**src/rtl/store_decider.sv**
```systemverilog
// store_decider: read-modify-write sequencer for byte / half-word / word stores.
//
// A store is accepted in IDLE when start is high. Word stores write straight
// through. Byte and half-word stores first read the target word, which takes
// MEM_LATENCY cycles. The low bits of the register value are then merged into
// the old word and the result is written back. The reserved selector finishes
// without touching memory.
//
// Optional feature macro: STORE_ALIGN_CHECK_EN. When it is defined, misaligned
// half-word and word stores are rejected at accept time. They complete with
// done and misaligned pulsing together, and no memory access is made.
//
// Ports
//   clock        in   single clock, rising edge
//   reset        in   synchronous, active-high
//   start        in   store request, sampled only in IDLE
//   selector     in   [1:0] 00 byte, 01 half, 10 word, 11 reserved
//   address      in   [31:0] store target address
//   store_data   in   [31:0] register value to store
//   mem_data_in  in   [31:0] memory read data
//   mem_addr     out  [31:0] latched address in READ/WRITE, else 0
//   mem_wr       out  one-cycle write strobe
//   mem_data_out out  [31:0] merged word while mem_wr=1, else 0
//   busy         out  high in every state except IDLE
//   done         out  one-cycle completion pulse
//   misaligned   out  alignment error pulse, coincident with done
module store_decider #(
  parameter int MEM_LATENCY = 2
) (
  input  logic        clock,
  input  logic        reset,
  input  logic        start,
  input  logic [1:0]  selector,
  input  logic [31:0] address,
  input  logic [31:0] store_data,
  input  logic [31:0] mem_data_in,
  output logic [31:0] mem_addr,
  output logic        mem_wr,
  output logic [31:0] mem_data_out,
  output logic        busy,
  output logic        done,
  output logic        misaligned
);

  typedef enum logic [1:0] {IDLE, READ, WRITE, DONE} state_e;

  localparam logic [1:0] SEL_BYTE = 2'b00;
  localparam logic [1:0] SEL_HALF = 2'b01;
  localparam logic [1:0] SEL_WORD = 2'b10;
  localparam logic [3:0] LAST_RD  = 4'(MEM_LATENCY - 1);

  state_e      state_q, state_d;
  logic [3:0]  cnt_q, cnt_d;
  logic [1:0]  sel_q, sel_d;
  logic [31:0] addr_q, addr_d;
  logic [31:0] data_q, data_d;
  logic [31:0] merge_q, merge_d;
`ifdef STORE_ALIGN_CHECK_EN
  logic        mis_q, mis_d;
  logic        align_err;

  assign align_err = ((selector == SEL_HALF) && address[0]) ||
                     ((selector == SEL_WORD) && (address[1:0] != 2'b00));
`endif

  always_ff @(posedge clock) begin
    if (reset) begin
      state_q <= IDLE;
      cnt_q   <= '0;
      sel_q   <= '0;
      addr_q  <= '0;
      data_q  <= '0;
      merge_q <= '0;
`ifdef STORE_ALIGN_CHECK_EN
      mis_q   <= 1'b0;
`endif
    end else begin
      state_q <= state_d;
      cnt_q   <= cnt_d;
      sel_q   <= sel_d;
      addr_q  <= addr_d;
      data_q  <= data_d;
      merge_q <= merge_d;
`ifdef STORE_ALIGN_CHECK_EN
      mis_q   <= mis_d;
`endif
    end
  end

  always_comb begin
    state_d = state_q;
    cnt_d   = cnt_q;
    sel_d   = sel_q;
    addr_d  = addr_q;
    data_d  = data_q;
    merge_d = merge_q;
`ifdef STORE_ALIGN_CHECK_EN
    mis_d   = mis_q;
`endif
    unique case (state_q)
      IDLE: begin
        if (start) begin
          sel_d  = selector;
          addr_d = address;
          data_d = store_data;
          cnt_d  = '0;
`ifdef STORE_ALIGN_CHECK_EN
          mis_d  = align_err;
          if (align_err) state_d = DONE;
          else
`endif
          unique case (selector)
            SEL_WORD: begin
              // A full word needs no old data, so the merge register is
              // loaded here and READ is skipped.
              merge_d = store_data;
              state_d = WRITE;
            end
            SEL_BYTE, SEL_HALF: state_d = READ;
            default:            state_d = DONE;
          endcase
        end
      end
      READ: begin
        if (cnt_q == LAST_RD) begin
          // Read data is valid only on the last READ cycle.
          merge_d = (sel_q == SEL_BYTE) ? {mem_data_in[31:8],  data_q[7:0]}
                                        : {mem_data_in[31:16], data_q[15:0]};
          state_d = WRITE;
        end else begin
          cnt_d = cnt_q + 4'd1;
        end
      end
      WRITE:   state_d = DONE;
      DONE:    state_d = IDLE;
      default: state_d = IDLE;
    endcase
  end

  assign busy         = (state_q != IDLE);
  assign done         = (state_q == DONE);
  assign mem_wr       = (state_q == WRITE);
  assign mem_data_out = mem_wr ? merge_q : '0;
  assign mem_addr     = ((state_q == READ) || (state_q == WRITE)) ? addr_q : '0;
`ifdef STORE_ALIGN_CHECK_EN
  assign misaligned   = done & mis_q;
`else
  assign misaligned   = 1'b0;
`endif

endmodule

```
**config.mk**
```make
export PLATFORM = sky130hd
export DESIGN_NAME = store_decider
export DESIGN_NICKNAME = d
export VERILOG_FILES = /design/src/rtl/store_decider.sv
export SDC_FILE = /design/constraint.sdc
export NUM_CORES = 1
export LEC_CHECK = 0
export BUFFER_PORTS_ARGS = -buffer_cell sky130_fd_sc_hd__buf_2
export CAP_MARGIN = 5
export CORE_ASPECT_RATIO = 1.25
export CORE_MARGIN = 2
export CORE_UTILIZATION = 52
export CTS_CLUSTER_DIAMETER = 200
export DETAILED_ROUTE_END_ITERATION = 12
export HOLD_SLACK_MARGIN = 0.08
export PLACE_DENSITY = 0.87
export REMOVE_ABC_BUFFERS = 1
export SLEW_MARGIN = 5
export SYNTH_ARGS = -nofsm -noshare
export SYNTH_HDL_FRONTEND = slang
export SYNTH_SLANG_ARGS = --single-unit
```
**constraint.sdc**
```tcl
create_clock -name clock -period 2.6 [get_ports clock]
set_clock_uncertainty 0.1 [all_clocks]
set_input_delay 0.13 -clock clock [delete_from_list [all_inputs] [get_ports clock]]
set_output_delay 0.13 -clock clock [all_outputs]
set_load 0.005 [all_outputs]
```
==> results by group <==
Cells and area
  – ANT cells: 0
  – Number of standard cells in the layout, taps in and fillers out: 838
  – Finished Core Util: 78.6%
  – Fraction of final layout cells with drive strength greater than 1: 28.9%
  – Area of all placed cells without fillers: 6160 um2
  – Growth of design area from synthesis to finish: 46.7%
  – Number of nets in the layout: 845
  – Filler instances: 470

Logic synthesis
  – Post-synthesis sequential element count: 88
  – Post-Synthesis Cells: 514
  – Synth Flop Type: dfxtp_1
  – Unique cell type count in the Yosys netlist: 31
  – Synth top area share: 41.9%
  – Most frequent cell after synthesis: nand2_1
  – FFs w/ async S/R, synth: 0%
  – Cell Area, Synth: 4200 um2
  – Leading cell types by count after synthesis: 118 x nand2_1, 88 x dfxtp_1, 67 x and2_1
  – Part of the Yosys area used for sequential elements: 41.9%
  – Syn_area_per_cell: 8.17 um2
  – Yosys warning total: 0
  – Largest area contributor in the synthesized netlist: dfxtp_1
  – Leading post-synthesis cells by cell area: dfxtp_1 42%, nand2_1 11%, and2_1 10%
  – EDFF count, synth: 0

Clock network
  – Number of buffers on the longest clock path: 2
  – CTS hold repair buffers: 86
  – Number of setup buffers added after CTS: 0
  – H-tree lvl count: 3
  – Count of cells resized by post-cts repair: 0
  – Clock-pin slew reported for the worst setup and hold paths after clock tree synthesis: 0.09 ns
  – Clock tree root driver cell: clkbuf_8
  – TritonCTS buffer count: 9
  – Insertion delay of the later-clocked pin in the worst-skew pair: 0.35 ns
  – Clock tree sinks: 88
  – TritonCTS clock tree: yes

STA
  – Part of the cycle the worst path needs: 94.1%
  – Final setup violating endpoints: 0
  – Slew @ Worst Pin: 1.02 ns
  – Setup TNS: 0 ns
  – Post-route worst setup slack: 0.152 ns
  – Max Transition Viols Final: 0
  – Max Freq: 0.409 GHz
  – Headroom to the max-slew limit: 31.9%
  – Number of hold violations in the final report: 0
  – Period minus WS final: 2.45 ns
  – Unrepaired setup endpoints after global routing: no
  – Worst hold slack after final layout: 0.0899 ns

Placement
  – Post-DP HPWL: 7.09 mm
  – Count of placed standard cells including taps: 736
  – Post-Place Setup Slack: 0.563 ns
  – Cell Area, Placed: 5050 um2
  – Number of port buffers: 159
  – Gpl congestion: 0.768

Pwr
  – Static leakage: 2.72 nW
  – Worst vdd rail ir drop: 0.000577 V
  – PD cells: 816 nW/um2
  – Final Power: 5.03 mW

Detailed routing
  – Number of design-rule violations left by the first detailed-router iteration: 259
  – Number of remaining DRC errors: 0
  – Routed len/inst: 16.0 um
  – DRT antenna net count: 0
  – Mean number of vias per cell: 5.45
  – Vias: 4567
  – Total routed wirelength: 13.4 mm
  – Total iterations of the first detailed-routing run: 5

Setup path
  – Beginning of the worst register-to-register path: state_q[1]
  – Cells along the critical path: inv_1, ha_2, buf_4, mux2i_1, dlygate4sd3_1, a211oi_2
  – Cell with the largest stage delay on the worst path: dlygate4sd3_1
  – Required time of the worst setup path: 2.77 ns
  – WS Path Type: reg -> reg
  – CP Capture Point: merge_q[29]
  – Maximum fanout along the worst path: 40
  – Critical Path AT: 2.62 ns
  – Critical Path Start: state_q[1]
  – Element type at the critical path start: register
  – Critical path's largest stage delay: 0.60 ns
  – Worst Reg-to-Reg Cells: 6
  – Element type at the critical path end: register
  – Setup slack of the most critical reg-to-reg path: 0.15 ns
  – Endpoint of the lowest-slack register-to-register path: merge_q[29]

Outcome
  – Status: finished, final reports clean

Flow run
  – Max Cap Viol: 0

Die
  – Chip width: 84.4 um
  – Die outline height: 104 um
  – Initial Utilization: 53.6%
  – Core Box Area: 7840 um2
  – Area enclosed by the die boundary: 8820 um2
  – I/O pin count: 169
  – Number of placement rows: 36

Global route
  – Overall fraction of global-route tracks in use: 30.4%
  – Antenna violations before repair: 0
  – Grt ovf: 0
  – Vias in the first global route: 4795
  – Pin count of the biggest net entering global routing: 58
  – Global-route wire length before repair: 21.9 mm

Hold path
  – Worst hold path type: in -> reg
## cell families after synthesis
group	Yosys count	synth area share [%]
AOI/OAI and AO/OA	110	18.5
buffers and inverters	47	5.27
muxes	26	6.20
other	1	0.0893
adders and majority gates	6	1.79
and+or+nand+nor	236	26.2
DFF	88	41.9
## layout make-up
type | instances | area, um2 | area share, %
multi-input cells | 379 | 2220 | 36.1
clock buffers | 11 | 151 | 2.46
well taps | 95 | 119 | 1.93
repair buffers | 255 | 1780 | 29.0
clock inverters | 5 | 103 | 1.67
flip-flops and latches | 88 | 1760 | 28.6
inverters | 5 | 18.8 | 0.305
## how the worst min path moves through the flow
| stage | start | slack [ns] | endpoint | depth (start not counted) |
|---|---|---|---|---|
| after global routing | mem_data_in[12] | 0.1 | merge_q[12] | 4 |
| after CTS | mem_data_in[14] | 0.08 | merge_q[14] | 4 |
| final | mem_data_in[10] | 0.09 | merge_q[10] | 4 |
| after detailed placement | address[13] | 0.28 | addr_q[13] | 3 |
| after floorplan | reset | 0.09 | merge_q[16] | 1 |
| after global placement | address[5] | 0.27 | addr_q[5] | 3 |
## per-layer routing
layer	part of all wire, %	up-vias	GRT usage (%)
li1	-	2143	-
met1	38	2130	33.8
met2	52	255	55.0
met3	7.9	39	7.30
met4	3.0	0	12.0
met5	0	-	0
## state kept, by name, indices dropped and copies added (netlist names)
signal,count
sel_q,2
cnt_q,4
merge_q,32
addr_q,32
state_q,2
data_q,16
## worst max-delay path, delay by kind of cell (launching register included)
| kind | cells | cell delay, ns |
|---|---|---|
| buf+inv | 3 | 1.23 |
| mux | 1 | 0.18 |
| flops | 1 | 0.35 |
| fa+ha+maj | 1 | 0.26 |
| compound gates | 1 | 0.23 |
## layout by cell type, fill, tap and decap left out, types with 2 or more instances in the layout
cell type        n
buf_4            7
buf_2          158
clkbuf_8        11
buf_12           4
or3_1            2
dfxtp_1         88
mux2i_1         26
a211oi_2        20
a21oi_1         62
ha_1             5
o21ai_0         11
dlygate4sd3_1   86
a311o_1          8
nand3_1          2
a211oi_1         5
inv_1            5
or3b_2           2
and2_1          66
bufinv_16        3
nor2_1          39
nand2_1        117
## power breakdown
group	switching (mW)	leakage, nW	internal, mW
clock network	0.488	0.126	0.690
registers	0.173	0.720	1.67
logic	1.14	1.88	0.866
total	1.80	2.72	3.23
(Power assumes the default switching activity.)
